--- config.mk ---
export PLATFORM = sky130hd
export DESIGN_NAME = sys_top
export DESIGN_NICKNAME = d
export VERILOG_FILES = /design/src/rtl/sys_top.sv
export SDC_FILE = /design/constraint.sdc
export NUM_CORES = 1
export LEC_CHECK = 0
export BUFFER_PORTS_ARGS = -buffer_cell sky130_fd_sc_hd__buf_4
export CORE_UTILIZATION = 25
export DETAILED_ROUTE_END_ITERATION = 6
export PLACE_DENSITY = 0.45
export SLEW_MARGIN = 20
export SYNTH_ARGS = -nofsm -noshare
export SYNTH_HDL_FRONTEND = slang
export SYNTH_SLANG_ARGS = --single-unit
export TNS_END_PERCENT = 10
--- constraint.sdc ---
create_clock -name REF_CLK -period 39.5 [get_ports REF_CLK]
set_input_delay 5.925 -clock REF_CLK [delete_from_list [all_inputs] [get_ports REF_CLK]]
set_output_delay 5.925 -clock REF_CLK [all_outputs]
set_load 0.01 [all_outputs]
--- src/rtl/sys_top.sv ---
// UART-controlled register file and ALU. Command frames arrive on UART_RX_IN.
// Read and ALU results are returned as even-parity frames on UART_TX_O.
module sys_top #(
  parameter int DATA_WIDTH   = 8,
  parameter int RF_ADDR      = 4,
  parameter int CLKS_PER_BIT = 32
) (
  input  logic REF_CLK,
  input  logic RST_N,
  input  logic UART_RX_IN,
  output logic UART_TX_O,
  output logic parity_error,
  output logic framing_error
);
  localparam int DW   = DATA_WIDTH;
  localparam int RW   = 2 * DATA_WIDTH;
  localparam int NREG = 1 << RF_ADDR;
  localparam int CW   = $clog2(CLKS_PER_BIT);
  localparam int BW   = $clog2(DATA_WIDTH + 3);
  localparam logic [CW-1:0] BIT_END  = CW'(CLKS_PER_BIT - 1);
  localparam logic [CW-1:0] HALF_END = CW'(CLKS_PER_BIT / 2 - 1);
  localparam logic [BW-1:0] STOP_IDX = BW'(DATA_WIDTH + 2);

  typedef enum logic [3:0] {
    IDLE, WR_ADDR, WR_DATA, RD_ADDR, ALU_A, ALU_B, ALU_FUN, EXEC, TX_LO, TX_HI
  } state_t;

  // ---------------- receiver ----------------
  logic          rx_s1_q, rx_s2_q, rx_prev_q;
  logic          rx_busy_q, rx_valid_q;
  logic [CW-1:0] rx_cnt_q;
  logic [BW-1:0] rx_bit_q;
  logic [DW:0]   rx_sh_q;
  logic [DW-1:0] rx_data_q;
  logic          parity_error_q, framing_error_q;

  always_ff @(posedge REF_CLK or negedge RST_N) begin
    if (!RST_N) begin
      rx_s1_q         <= 1'b1;
      rx_s2_q         <= 1'b1;
      rx_prev_q       <= 1'b1;
      rx_busy_q       <= 1'b0;
      rx_valid_q      <= 1'b0;
      rx_cnt_q        <= '0;
      rx_bit_q        <= '0;
      rx_sh_q         <= '0;
      rx_data_q       <= '0;
      parity_error_q  <= 1'b0;
      framing_error_q <= 1'b0;
    end else begin
      rx_s1_q    <= UART_RX_IN;
      rx_s2_q    <= rx_s1_q;
      rx_prev_q  <= rx_s2_q;
      rx_valid_q <= 1'b0;
      if (!rx_busy_q) begin
        if (rx_prev_q && !rx_s2_q) begin
          rx_busy_q <= 1'b1;
          rx_cnt_q  <= '0;
          rx_bit_q  <= '0;
        end
      end else if (rx_bit_q == '0) begin
        // Mid-start-bit check rejects short glitches.
        if (rx_cnt_q == HALF_END) begin
          rx_cnt_q <= '0;
          if (rx_s2_q) rx_busy_q <= 1'b0;
          else         rx_bit_q  <= BW'(1);
        end else begin
          rx_cnt_q <= rx_cnt_q + CW'(1);
        end
      end else if (rx_cnt_q == BIT_END) begin
        rx_cnt_q <= '0;
        rx_bit_q <= rx_bit_q + BW'(1);
        if (rx_bit_q == STOP_IDX) begin
          rx_busy_q       <= 1'b0;
          parity_error_q  <= ^rx_sh_q;
          framing_error_q <= !rx_s2_q;
          rx_valid_q      <= !(^rx_sh_q) && rx_s2_q;
          rx_data_q       <= rx_sh_q[DW-1:0];
        end else begin
          rx_sh_q <= {rx_s2_q, rx_sh_q[DW:1]};
        end
      end else begin
        rx_cnt_q <= rx_cnt_q + CW'(1);
      end
    end
  end

  assign parity_error  = parity_error_q;
  assign framing_error = framing_error_q;

  // ---------------- transmitter ----------------
  logic          tx_busy_q, tx_start, tx_done;
  logic [CW-1:0] tx_cnt_q;
  logic [BW-1:0] tx_bit_q;
  logic [DW+2:0] tx_sh_q;
  logic [DW-1:0] tx_byte;

  assign tx_done   = tx_busy_q && (tx_cnt_q == BIT_END) && (tx_bit_q == STOP_IDX);
  assign UART_TX_O = tx_sh_q[0];

  always_ff @(posedge REF_CLK or negedge RST_N) begin
    if (!RST_N) begin
      tx_busy_q <= 1'b0;
      tx_cnt_q  <= '0;
      tx_bit_q  <= '0;
      tx_sh_q   <= '1;
    end else if (tx_start && (!tx_busy_q || tx_done)) begin
      // Reloading on the last stop-bit cycle gives gapless back-to-back frames.
      tx_busy_q <= 1'b1;
      tx_cnt_q  <= '0;
      tx_bit_q  <= '0;
      tx_sh_q   <= {1'b1, ^tx_byte, tx_byte, 1'b0};
    end else if (tx_busy_q) begin
      if (tx_cnt_q == BIT_END) begin
        tx_cnt_q <= '0;
        if (tx_bit_q == STOP_IDX) begin
          tx_busy_q <= 1'b0;
        end else begin
          tx_bit_q <= tx_bit_q + BW'(1);
          tx_sh_q  <= {1'b1, tx_sh_q[DW+2:1]};
        end
      end else begin
        tx_cnt_q <= tx_cnt_q + CW'(1);
      end
    end
  end

  // ---------------- register file ----------------
  logic [DW-1:0]      rf_q [NREG];
  logic               rf_we;
  logic [RF_ADDR-1:0] rf_waddr;
  logic [DW-1:0]      rf_wdata;

  always_ff @(posedge REF_CLK or negedge RST_N) begin
    if (!RST_N) begin
      for (int i = 0; i < NREG; i++) rf_q[i] <= '0;
    end else if (rf_we) begin
      rf_q[rf_waddr] <= rf_wdata;
    end
  end

  // ---------------- ALU ----------------
  logic [3:0]    fun_q, fun_d;
  logic [DW-1:0] op_a, op_b, and_v, or_v, xor_v, nand_v, nor_v, xnor_v;
  logic [RW-1:0] a_w, b_w, alu_res;

  assign op_a   = rf_q[0];
  assign op_b   = rf_q[1];
  assign a_w    = RW'(op_a);
  assign b_w    = RW'(op_b);
  assign and_v  = op_a & op_b;
  assign or_v   = op_a | op_b;
  assign xor_v  = op_a ^ op_b;
  assign nand_v = ~and_v;
  assign nor_v  = ~or_v;
  assign xnor_v = ~xor_v;

  always_comb begin
    alu_res = '0;
    case (fun_q)
      4'h0: alu_res = a_w + b_w;
      4'h1: alu_res = a_w - b_w;
      4'h2: alu_res = a_w * b_w;
      4'h3: alu_res = (op_b == '0) ? '0 : a_w / b_w;
      4'h4: alu_res = RW'(and_v);
      4'h5: alu_res = RW'(or_v);
      4'h6: alu_res = RW'(nand_v);
      4'h7: alu_res = RW'(nor_v);
      4'h8: alu_res = RW'(xor_v);
      4'h9: alu_res = RW'(xnor_v);
      4'hA: alu_res = (op_a == op_b) ? RW'(1) : '0;
      4'hB: alu_res = (op_a > op_b)  ? RW'(2) : '0;
      4'hC: alu_res = (op_a < op_b)  ? RW'(3) : '0;
      4'hD: alu_res = a_w >> 1;
      4'hE: alu_res = a_w << 1;
      default: alu_res = '0;
    endcase
  end

  // ---------------- command controller ----------------
  state_t             state_q, state_d;
  logic [RF_ADDR-1:0] addr_q, addr_d;
  logic [DW-1:0]      res_hi_q, res_hi_d;

  always_ff @(posedge REF_CLK or negedge RST_N) begin
    if (!RST_N) begin
      state_q  <= IDLE;
      addr_q   <= '0;
      fun_q    <= '0;
      res_hi_q <= '0;
    end else begin
      state_q  <= state_d;
      addr_q   <= addr_d;
      fun_q    <= fun_d;
      res_hi_q <= res_hi_d;
    end
  end

  always_comb begin
    state_d  = state_q;
    addr_d   = addr_q;
    fun_d    = fun_q;
    res_hi_d = res_hi_q;
    rf_we    = 1'b0;
    rf_waddr = '0;
    rf_wdata = rx_data_q;
    tx_start = 1'b0;
    tx_byte  = '0;
    case (state_q)
      IDLE: if (rx_valid_q) begin
        if      (rx_data_q == DW'(8'hAA)) state_d = WR_ADDR;
        else if (rx_data_q == DW'(8'hBB)) state_d = RD_ADDR;
        else if (rx_data_q == DW'(8'hCC)) state_d = ALU_A;
        else if (rx_data_q == DW'(8'hDD)) state_d = ALU_FUN;
      end
      WR_ADDR: if (rx_valid_q) begin
        addr_d  = rx_data_q[RF_ADDR-1:0];
        state_d = WR_DATA;
      end
      WR_DATA: if (rx_valid_q) begin
        rf_we    = 1'b1;
        rf_waddr = addr_q;
        state_d  = IDLE;
      end
      // A single-byte read reuses TX_HI as its only response state.
      RD_ADDR: if (rx_valid_q) begin
        tx_start = 1'b1;
        tx_byte  = rf_q[rx_data_q[RF_ADDR-1:0]];
        state_d  = TX_HI;
      end
      ALU_A: if (rx_valid_q) begin
        rf_we    = 1'b1;
        rf_waddr = RF_ADDR'(0);
        state_d  = ALU_B;
      end
      ALU_B: if (rx_valid_q) begin
        rf_we    = 1'b1;
        rf_waddr = RF_ADDR'(1);
        state_d  = ALU_FUN;
      end
      ALU_FUN: if (rx_valid_q) begin
        fun_d   = rx_data_q[3:0];
        state_d = EXEC;
      end
      EXEC: begin
        res_hi_d = alu_res[RW-1:DW];
        tx_start = 1'b1;
        tx_byte  = alu_res[DW-1:0];
        state_d  = TX_LO;
      end
      TX_LO: if (tx_done) begin
        tx_start = 1'b1;
        tx_byte  = res_hi_q;
        state_d  = TX_HI;
      end
      TX_HI: if (tx_done) state_d = IDLE;
      default: state_d = IDLE;
    endcase
  end
endmodule

==> impl_metrics.py <==
metrics = {
    "run_status": {
        "outcome": "finished, violations left",
        "violations": "DRC",
    },
    "drt": {
        "drt_wl_total_mm": 53.9,
        "route.detailed.drc": 2,
        "via_count": 15248,
        "drtIter0Drc": 1056,
        "ant_nets": 0,
        "firstDrtPassIters": 7,
        "vias_per_cell": 5.15,
        "wl_per_cell_microns": 18.2,
    },
    "yosys": {
        "ys_ff_latch": 201,
        "ys_warn_count": 0,
        "netlist.top_cell.by_area": "dfrtp_1",
        "synthTopCellsByArea": "dfrtp_1 25%, ha_1 12%, mux2_2 8.9%, mux4_2 4.9%, fa_1 4.1%",
        "ys_seq_area_share_pct": 27.2,
        "synth.distinct_cells": 107,
        "synthArstFlopShare_pct": 100,
        "synth_area_per_cell_sq_um": 9.25,
        "synth_top_area_share_pct": 25.3,
        "synthFlopType": "dfrtp_1",
        "postSynthCellCount": 2007,
        "synth_commonest_cells": "199 x nand2_1, 188 x dfrtp_1, 173 x ha_1",
        "syn-cell-area_sq_um": 18600,
        "synth-edff-count": 0,
        "yosysMostFrequentCell": "nand2_1",
    },
    "timing": {
        "setup_violations": 0,
        "timing.final.max_slew_violations": 0,
        "grt_setup_unrepaired": "false",
        "worst_pin_slew_ns": 1.15,
        "fin_setup_tns_ns": 0,
        "relSlewSlack_pct": 23.1,
        "whs_ns": 0.369,
        "fin_crit_ns": 31.24,
        "fmaxAchievable_mhz": 32.0,
        "finalClockSkew_ns": 0.0269,
        "fin_crit_sh_pct": 79.1,
        "finalHoldViolCount": 0,
    },
    "cts": {
        "clock_path_buffers": 3,
        "cts_made_buffers": 22,
        "root_buffer": "clkbuf_16",
        "cts_setup_buffers": 0,
        "clk_pin_slew_ns": 0.07,
        "ctsHoldBuffers": 0,
        "cts_sinks": 201,
        "ctsResizeCount": 0,
        "insertion_delay_ns": 0.54,
        "htree_levels": 1,
        "cts_tree": "built",
    },
    "floorplan": {
        "coreArea_sq_um": 73200,
        "io_pins": 6,
        "dieArea_sq_um": 75300,
        "die_h_microns": 274,
        "dieWidth_microns": 274,
        "row_count": 99,
        "start_util_pct": 25.4,
    },
    "layout": {
        "fin_area_sq_um": 20500,
        "layout-drive-gt1-share_pct": 16.1,
        "final_util_pct": 28.0,
        "fin_nets": 2200,
        "insertedDiodeCount": 0,
        "syn2layout_area_growth_pct": 10.4,
    },
    "placed_design": {
        "routabilityCongestion": 0.895,
        "dp_hpwl_mm": 39.7,
        "placed_cell_area_sq_um": 19700,
        "buffer_ports.inserted": 5,
    },
    "global_route": {
        "grt_max_degree": 89,
        "grtUsageTotal_pct": 14.5,
        "grt_pass1_wl_mm": 86.9,
        "grt_pass1_vias": 15275,
        "antenna_found_initial": 0,
        "gr-total-overflow": 0,
    },
    "job": {
        "maxCapViolations": 0,
    },
    "worst_setup_path": {
        "end_kind": "register",
        "start_kind": "register",
        "worstPathRequired_ns": 39.94,
        "timing_worst_setup_path_type": "register to register",
        "slowest_delay_ns": 0.75,
        "critPathMostFrequentCell": "o21a_1",
        "arrival_ns": 31.67,
        "crit_fanout": 19,
        "worst_path_max_delay_cell": "o41ai_1",
    },
    "worst_hold_path": {
        "hold_path.class": "register to register",
    },
}
-- cell usage in the layout, fill, tap and decap left out, types with 22 or more instances in the layout --
| cell type | instances |
|---|---|
| inv_1 | 106 |
| buf_4 | 36 |
| nand2b_1 | 23 |
| xnor2_1 | 49 |
| clkbuf_16 | 22 |
| nor3_1 | 62 |
| a21oi_1 | 91 |
| o21a_1 | 47 |
| mux2_2 | 147 |
| ha_1 | 173 |
| a21o_1 | 24 |
| o21ai_0 | 98 |
| mux4_2 | 40 |
| nand3_1 | 36 |
| nand2_1 | 199 |
| fa_1 | 38 |
| xor2_1 | 27 |
| dfrtp_1 | 186 |
| nor2_1 | 172 |
-- flip-flops by register name, summed over array words and instances (netlist names), 5 cells and up --
signal and count:
rf_q 112, rx_cnt_q 5, op_a 8, res_hi_q 8, rf_wdata 8, tx_sh_q 10, rx_sh_q 9, tx_cnt_q 5
op_b 8
-- per-stage QoR --
stage | worst slack, ns | std cells
floorplan | 11.90 | 2014
global placement | 9.11 | 2921
detailed placement | 8.24 | 2921
CTS | 8.13 | 2958
global route | 5.57 | 2958
finish | 8.26 | 2958
-- critical path: cells and delay by family (launching register included) --
| kind | cells | cell delay (ns) |
|---|---|---|
| buffers and inverters | 4 | 0.60 |
| flip-flops | 1 | 0.54 |
| AO/OA/AOI/OAI | 72 | 17.40 |
| AND/OR/NAND/NOR | 32 | 6.98 |
| adder cells (fa/ha/maj) | 14 | 4.12 |
| multiplexers | 5 | 1.44 |
-- routing by layer --
layer	global-route usage (%)	wire, microns
met5	0	0
met4	3.26	1140
met3	1.14	1810
met2	24.8	26100
met1	19.6	24900
-- logic make-up (layout without fill, tap and decap cells) --
logic type	after synthesis	after routing	share of synthesized area, %
xor+xnor	76	76	3.59
flops	201	201	27.2
other cells	1	8	0.0202
mux	211	211	15.2
fa+ha+maj	212	212	15.8
buf+inv	198	183	4.21
compound gates	478	478	18.0
simple gates	630	630	16.0
-- layout make-up --
class | count | area (sq um)
clock buffer | 26 | 586
clock inverter | 11 | 191
fill | 7707 | 52700
inverter | 109 | 409
multi-input combinational | 1615 | 12800
sequential | 201 | 5050
tap | 959 | 1200
timing repair buffer | 37 | 284
-- final timing paths --
kind | slack (ns) | startpoint | cells after the start | end
max | 8.26 | op_b[0] | 127 | tx_sh_q[9]
min | 0.37 | rx_s1_q | 0 | rx_s2_q
max reg2reg | 8.26 | op_b[0] | 127 | tx_sh_q[9]
min reg2reg | 0.37 | rx_s1_q | 0 | rx_s2_q
max in group asynchronous | 31.95 | RST_N | 3 | tx_bit_q[2]
min in group asynchronous | 5.39 | RST_N | 1 | rx_busy_q
Power is not shown: default switching activity piles up to over one toggle a cycle in this logic, so the estimate is an artifact.
